==> src/rtl/rr_arb_if.sv <==
// Request/grant bundle between requester agents and the round-robin arbiter.
//   i_req     : per-requester request levels (W bits)
//   i_ack     : downstream accepts the current grant
//   o_gnt     : registered one-hot grant (W bits)
//   o_gnt_vld : grant valid
//   o_gnt_id  : binary index of the granted requester
// Modports: master drives requests/ack, slave is the arbiter side.
interface rr_arb_if #(
  parameter int unsigned W = 8
);
  localparam int unsigned IdW = (W > 1) ? $clog2(W) : 1;

  logic [W-1:0]   i_req;
  logic           i_ack;
  logic [W-1:0]   o_gnt;
  logic           o_gnt_vld;
  logic [IdW-1:0] o_gnt_id;

  modport master (
    output i_req,
    output i_ack,
    input  o_gnt,
    input  o_gnt_vld,
    input  o_gnt_id
  );

  modport slave (
    input  i_req,
    input  i_ack,
    output o_gnt,
    output o_gnt_vld,
    output o_gnt_id
  );
endinterface

==> src/rtl/rr_arb.sv <==
// Registered round-robin arbiter for W requesters. A rotating priority mask picks the lowest
// masked request; if none is masked-in, the lowest raw request wins. The grant is held until
// acknowledged, and a new grant can be issued on the same edge as the ack.
//   clk   : clock, rising edge
//   rst_n : synchronous active-low reset
//   bus   : rr_arb_if slave modport (i_req, i_ack in; o_gnt, o_gnt_vld, o_gnt_id out)
module rr_arb #(
  parameter int unsigned W = 8
) (
  input logic   clk,
  input logic   rst_n,
  rr_arb_if.slave bus
);
  localparam int unsigned IdW = (W > 1) ? $clog2(W) : 1;

  typedef enum logic [0:0] {StIdle, StGrant} state_e;

  state_e         state_q, state_d;
  logic [W-1:0]   gnt_q, gnt_d;
  logic [W-1:0]   mask_q, mask_d;
  logic [IdW-1:0] id_q, id_d;

  logic           ack_take;
  logic [W-1:0]   sel_mask;
  logic [W-1:0]   masked;
  logic [W-1:0]   winner;

  // Fixed-priority one-hot selector, LSB first.
  function automatic logic [W-1:0] lowest(input logic [W-1:0] v);
    return v & (~v + W'(1));
  endfunction

  function automatic logic [IdW-1:0] encode(input logic [W-1:0] onehot);
    logic [IdW-1:0] id;
    id = '0;
    for (int i = 0; i < W; i++) begin
      if (onehot[i]) id = id | IdW'(i);
    end
    return id;
  endfunction

  // Bits strictly above the just-granted index; granting W-1 yields zero (wrap).
  function automatic logic [W-1:0] mask_above(input logic [IdW-1:0] id);
    logic [W-1:0] m;
    m = '0;
    for (int j = 0; j < W; j++) begin
      m[j] = (j > int'(id));
    end
    return m;
  endfunction

  always_comb begin
    ack_take = (state_q == StGrant) && bus.i_ack;
    // On an ack the next winner must already see the rotated mask.
    sel_mask = ack_take ? mask_above(id_q) : mask_q;
    masked   = bus.i_req & sel_mask;
    winner   = (|masked) ? lowest(masked) : lowest(bus.i_req);
  end

  always_comb begin
    state_d = state_q;
    gnt_d   = gnt_q;
    id_d    = id_q;
    mask_d  = mask_q;
    unique case (state_q)
      StIdle: begin
        if (|bus.i_req) begin
          gnt_d   = winner;
          id_d    = encode(winner);
          state_d = StGrant;
        end
      end
      StGrant: begin
        if (bus.i_ack) begin
          mask_d = mask_above(id_q);
          if (|bus.i_req) begin
            gnt_d = winner;
            id_d  = encode(winner);
          end else begin
            gnt_d   = '0;
            id_d    = '0;
            state_d = StIdle;
          end
        end
      end
      default: state_d = StIdle;
    endcase
  end

  always_ff @(posedge clk) begin
    if (!rst_n) begin
      state_q <= StIdle;
      gnt_q   <= '0;
      id_q    <= '0;
      mask_q  <= '1;
    end else begin
      state_q <= state_d;
      gnt_q   <= gnt_d;
      id_q    <= id_d;
      mask_q  <= mask_d;
    end
  end

  assign bus.o_gnt     = gnt_q;
  assign bus.o_gnt_vld = (state_q == StGrant);
  assign bus.o_gnt_id  = id_q;

  a_onehot: assert property (@(posedge clk) disable iff (!rst_n) $onehot0(bus.o_gnt));
  a_vld: assert property (@(posedge clk) disable iff (!rst_n) bus.o_gnt_vld == (|bus.o_gnt));
  a_id: assert property (@(posedge clk) disable iff (!rst_n)
    bus.o_gnt_vld ? (bus.o_gnt == (W'(1) << bus.o_gnt_id)) : (bus.o_gnt_id == '0));
  a_stable: assert property (@(posedge clk) disable iff (!rst_n)
    bus.o_gnt_vld && !bus.i_ack |=> $stable(bus.o_gnt));
  a_hold_req: assert property (@(posedge clk) disable iff (!rst_n)
    bus.o_gnt_vld && !bus.i_ack |-> |(bus.i_req & bus.o_gnt));
endmodule

==> src/flat_wrapper.sv <==
// flat-port wrapper written by rule: the top's interface ports become plain ports
module rr_arb_flat 
#(
  parameter int unsigned W = 8
)
  (clk, rst_n, bus_i_req, bus_i_ack, bus_o_gnt, bus_o_gnt_vld, bus_o_gnt_id);
  rr_arb_if #(.W(W)) bus_i ();
  input logic clk;
  input logic rst_n;
  input wire logic [$bits(bus_i.i_req)-1:0] bus_i_req;
  input wire logic [$bits(bus_i.i_ack)-1:0] bus_i_ack;
  output wire logic [$bits(bus_i.o_gnt)-1:0] bus_o_gnt;
  output wire logic [$bits(bus_i.o_gnt_vld)-1:0] bus_o_gnt_vld;
  output wire logic [$bits(bus_i.o_gnt_id)-1:0] bus_o_gnt_id;
  assign bus_i.i_req = bus_i_req;
  assign bus_i.i_ack = bus_i_ack;
  assign bus_o_gnt = bus_i.o_gnt;
  assign bus_o_gnt_vld = bus_i.o_gnt_vld;
  assign bus_o_gnt_id = bus_i.o_gnt_id;
  rr_arb #(.W(W)) u_core (.clk(clk), .rst_n(rst_n), .bus(bus_i));
endmodule
==> config.mk <==
export PLATFORM = sky130hd
export DESIGN_NAME = rr_arb_flat
export DESIGN_NICKNAME = d
export VERILOG_FILES = /design/src/rtl/rr_arb_if.sv /design/src/rtl/rr_arb.sv /design/src/flat_wrapper.sv
export SDC_FILE = /design/constraint.sdc
export NUM_CORES = 1
export LEC_CHECK = 0
export BUFFER_PORTS_ARGS = -buffer_cell sky130_fd_sc_hd__buf_2
export CAP_MARGIN = 40
export CORE_ASPECT_RATIO = 1.75
export CORE_MARGIN = 4
export CORE_UTILIZATION = 40
export DETAILED_ROUTE_END_ITERATION = 8
export GPL_TIMING_DRIVEN = 0
export PLACE_DENSITY_LB_ADDON = 0.1
export SLEW_MARGIN = 0
export SYNTH_ARGS = -nofsm -noshare
export SYNTH_HDL_FRONTEND = slang
export SYNTH_SLANG_ARGS = --single-unit
==> constraint.sdc <==
create_clock -name clk -period 2.11 [get_ports clk]
set_input_delay 0.211 -clock clk [delete_from_list [all_inputs] [get_ports clk]]
set_output_delay 0.211 -clock clk [all_outputs]
set_load 0.02 [all_outputs]
== After elaboration in Yosys (flattened, before gate mapping) ==
Index checks and enable logic that the tools add are counted.
Word-level totals
  flip-flop bits (word level): 20
  latch bits: 0
  RAM bits: 0
  ROM bits: 0
  memories kept: 0
Operators by class
  add/sub/neg operators: 2
  multiply operators: 0
  div/mod/pow operators: 0
  order comparisons: 7
  equality and inequality tests: 2
  shift-type cells: 0
  muxes and demuxes: 20
  bitwise logic cells: 6
  reduce and logical (&&, ||, !) cells: 5
Operators by type and width (count)
  8-bit two-way mux: 5
  8-bit AND: 3
  3-bit two-way mux: 7
  8-bit by 1-bit adder with 8-bit output (second input constant): 2
  8-bit inverter: 2
  8-bit case mux with 2 select lines: 1
  8-bit OR reduction: 2
  3-bit greater-than comparator (first input constant): 4
  2-bit by 3-bit greater-than comparator with 1-bit output (first input constant): 2
  3-bit case mux with 2 select lines: 1
  2-bit two-way mux: 2
  2-bit AND reduction: 2
  1-bit by 3-bit greater-than comparator with 1-bit output (first input constant): 1
  1-bit two-way mux: 3
  2-bit by 1-bit != test with 1-bit output (second input constant): 1
  2-bit != test (second input constant): 1
  1-bit case mux with 2 select lines: 1
  1-bit logical AND: 1
  1-bit inverter: 1

== Logic depth before layout (Yosys ltp) ==
  depth in word-level cells: 17
  gate-level depth with buffers: 8

== Worst setup path after synthesis ==
No wires, ideal clock.
  path type: register -> register
  from: register u_core.id_q[1], in the netlist u_core.bus.o_gnt_id[1]
  to: register u_core.id_q[2], in the netlist u_core.bus.o_gnt_id[2]
  setup time: 0.071 ns
  arrival time: 1.683 ns
  path slack: 0.356 ns
  stages on the path, launching flop included: 8
  path buffers: 1
  period minus slack after synthesis: 1.754 ns
  cell sequence: dfxtp_1 buf_4 and4bb_2 o21ai_1 o211ai_1 nor2_1 o31ai_1 a21oi_1
Between the ends
  cells in the longest elaborated chain, start to end: 14
  elaborated cells on any way between the ends: 22
  those cells by class: add/sub: 1; order compare: 7; mux: 10; bitwise: 3; reduce/logical: 1
Ends and longest elaborated chain
  from (decl): line rr_arb.sv:21  | logic [IdW-1:0] id_q, id_d;
  from (signal assigned): line rr_arb.sv:99  | id_q <= id_d;
  1-bit by 3-bit greater-than comparator with 1-bit output, or another cell as far along: line rr_arb.sv:47  | m[j] = (j > int'(id));
  8-bit two-way mux (*): line rr_arb.sv:55  | sel_mask = ack_take ? mask_above(id_q) : mask_q;
  8-bit AND (*): line rr_arb.sv:56  | masked = bus.i_req & sel_mask;
  8-bit inverter: line rr_arb.sv:30  | return v & (~v + W'(1));
  8-bit by 1-bit adder with 8-bit output: line rr_arb.sv:30
  8-bit AND: line rr_arb.sv:30
  8-bit two-way mux (*): line rr_arb.sv:57  | winner = (|masked) ? lowest(masked) : lowest(bus.i_req);
  3-bit two-way mux (3 in a row): line rr_arb.sv:37  | if (onehot[i]) id = id | IdW'(i);
  3-bit two-way mux (*): line rr_arb.sv:37
  3-bit two-way mux: line rr_arb.sv:76  | if (|bus.i_req) begin
  3-bit two-way mux: line rr_arb.sv:74  | if (bus.i_ack) begin
  3-bit case mux with 2 select lines (*): line rr_arb.sv:65  | unique case (state_q)
Mark *: on every way between the ends. The rest lies on a longest branch, timed or not. The select of a mux whose other input is x is not followed.
A chain may end at the register's enable or synchronous reset.

== Worst setup path in the final report ==
  from: register u_core.id_q[1], in the netlist u_core.bus.o_gnt_id[1]
  to: register u_core.id_q[0], in the netlist u_core.bus.o_gnt_id[0]
Between the ends
  cells in the longest elaborated chain, start to end: 17
  elaborated cells on any way between the ends: 25
  those cells by class: add/sub: 1; order compare: 7; mux: 13; bitwise: 3; reduce/logical: 1
Ends and longest elaborated chain (line)
  1-bit by 3-bit greater-than comparator with 1-bit output: rr_arb.sv:47
  8-bit two-way mux (*): rr_arb.sv:55
  8-bit AND (*): rr_arb.sv:56
  8-bit inverter: rr_arb.sv:30
  8-bit by 1-bit adder with 8-bit output: rr_arb.sv:30
  8-bit AND: rr_arb.sv:30
  8-bit two-way mux (*): rr_arb.sv:57
  1-bit two-way mux: rr_arb.sv:37
  2-bit two-way mux (2 in a row): rr_arb.sv:37
  3-bit two-way mux (3 in a row): rr_arb.sv:37
  3-bit two-way mux (*): rr_arb.sv:37
  3-bit two-way mux: rr_arb.sv:76
  3-bit two-way mux: rr_arb.sv:74
  3-bit case mux with 2 select lines (*): rr_arb.sv:65
Marked as above.

==> qor.yml <==
outcome: "finished, final reports clean"
crit_path_end_kind: "register"
slowest_delay_ps: 380
vias: 1142
clk_latency_ps: 260
dpl.hpwl_um: 2320
cp.arrival_ps: 2130
diodes: 0
crit_chain: "buf_4, and4bb_2, o21ai_1, o211ai_1, nor2_1, nand2_1, a31oi_1"
hold_viol_final: 0
initial_core_util_pct: 42.6
avgSynthCellArea_um2: 8.56
async_reset_ff_share_pct: 0
synthTopCellsByCount: "21 x nand2_1, 20 x dfxtp_1, 14 x nor2_1, 7 x a21oi_1"
wl_per_cell_um: 16.0
setup_viol: 0
numPortBuffers: 21
gp_congestion: 0.814
grt_first_pass_wirelength_um: 5010
synth_edf_count: 0
grt_util_all_layers_pct: 16.3
clk_pin_slew_ps: 80
p_leak_nw: 0.524
final-instance-count-excl-fill: 189
synth_cell_types: 44
yosysMostFrequentCell: "nand2_1"
holdWs_ps: 197
synth_fp_nets: 148
slew_violations: 0
startpoint_type: "register"
fillCellCount: 294
row_count: 25
drtIter0Drc: 45
worstPathRequired_ps: 2310
synthTopCellsByArea: "dfxtp_1 34%, nand2_1 6.7%, nor2_1 4.5%"
htreeDepth: 1
vias_per_cell: 6.04
worstSetupPathType: "register to register"
ir_worst_vdd_mv: 0.508
dp.cells: 185
core_area_um2: 2750
hold_path.class: "input pin to register"
max_clock_freq_mhz: 518
cts.sinks: 20
fin_tns_setup_ps: 0
ctsResizeCount: 0
die_w_um: 48.9
numCtsBuffers: 3
worst_pin_slew_ps: 477
ys.flop_type: "dfxtp_1"
drive_gt1_share_pct: 24.7
worstPathBufferInverterCount: 1
critPathTopFamily: "simple AND/OR/NAND/NOR gates"
crit_path_top_delay_cell: "nor2_1"
relSlewSlack_pct: 68.1
yosys_warnings: 0
final_nets: 174
grt_max_degree: 12
yosys_register_bits: 20
cts_setup_buffers: 0
postCtsHoldBufs: 0
synth_area_um2: 1170
antenna_found_initial: 0
antenna_left: 0
skew_ps: 1.09
max-clock-path-buffers: 2
rsz0062_at_grt: "no"
first_pass_iters: 4
cts_root_buf: "clkbuf_8"
fin_crit_ps: 1930
cts_tree: "done"
synth.top_cell.area_share_pct: 34.2
area_growth_pct: 16.5
wl_um: 3030
power.density_nw_per_um2: 661
fin_util_pct: 49.6
synth_top_area_cell: "dfxtp_1"
drc_errors: 0
die_area_um2: 3900
min_period_over_period_pct: 91.4
max-cap-violations: 0
yosysSeqAreaShare_pct: 34.2
grt_pass1_vias: 1061
ios: 23
die_y_um: 79.6
path_max_fanout: 10
synthCells: 137
grt_overflow: 0
## where the power goes
part,switching [mW],internal [mW]
sequential,0.0134,0.395
clock,0.137,0.167
combinational,0.120,0.0712
## registers in the layout (all words and copies together) (netlist names)
| register | count |
|---|---|
| u_core.bus.o_gnt | 8 |
| u_core.bus.o_gnt_id | 3 |
| u_core.bus.o_gnt_vld | 1 |
| u_core.mask_q | 8 |
## metal layers
| metal | GRT usage, % | up-vias | wire length [µm] |
|---|---|---|---|
| met4 | 7.55 | 0 | 53 |
| met1 | 19.1 | 534 | 1220 |
| met2 | 28.0 | 37 | 1600 |
| met5 | 0 | - | 0 |
| li1 | - | 567 | - |
| met3 | 3.18 | 4 | 161 |
## cell usage in the layout (no fill, tap or decap), types with 4 or more instances in the layout
master and instances:
clkbuf_8 4, o211ai_1 4, dfxtp_1 20, nand3_1 5
a21oi_1 7, nand2_1 21, buf_2 21, nor2_1 14
o21ai_0 4, a31oi_1 5, a22oi_1 5
## metrics by stage
stage | setup WS [ps] | power [mW] | area (µm²)
after CTS | 192 | 0.908 | 1370
after global placement | 276 | 0.605 | 1310
after detailed placement | 210 | 0.606 | 1310
after floorplan | 356 | 0.546 | 1170
after global routing | 25.5 | 0.947 | 1370
final | 181 | 0.903 | 1370
## worst paths after layout
path	start	end	slack, ps	cells after the start
worst max register to register	u_core.bus.o_gnt_id[1]	u_core.bus.o_gnt_id[0]	180	7
worst min-delay path	rst_n	u_core.mask_q[3]	200	2
worst min register to register	u_core.bus.o_gnt[1]	u_core.bus.o_gnt[1]	460	2
worst max-delay path	u_core.bus.o_gnt_id[1]	u_core.bus.o_gnt_id[0]	180	7
## layout make-up
cell class	count	area [µm²]	area share [%]
well taps	27	33.8	2.47
flip-flops and latches	20	400	29.3
inverters	3	11.3	0.824
plain buffers	6	52.6	3.85
multi-input cells	108	708	51.8
repair buffers	21	105	7.69
clock buffers	4	55.1	4.03
## kinds of logic after synthesis
family | Yosys count | share of synthesized area [%]
simple gates | 59 | 27.0
compound gates | 48 | 32.6
flops | 20 | 34.2
buf+inv | 9 | 5.44
mux | 1 | 0.854
## worst register-to-register path, delay by kind of cell (launching register included)
family | cells | cell delay [ps]
compound gates | 3 | 600
simple gates | 3 | 770
buf+inv | 1 | 170
flops | 1 | 330
Note: power is estimated with default switching activity, not from simulation.
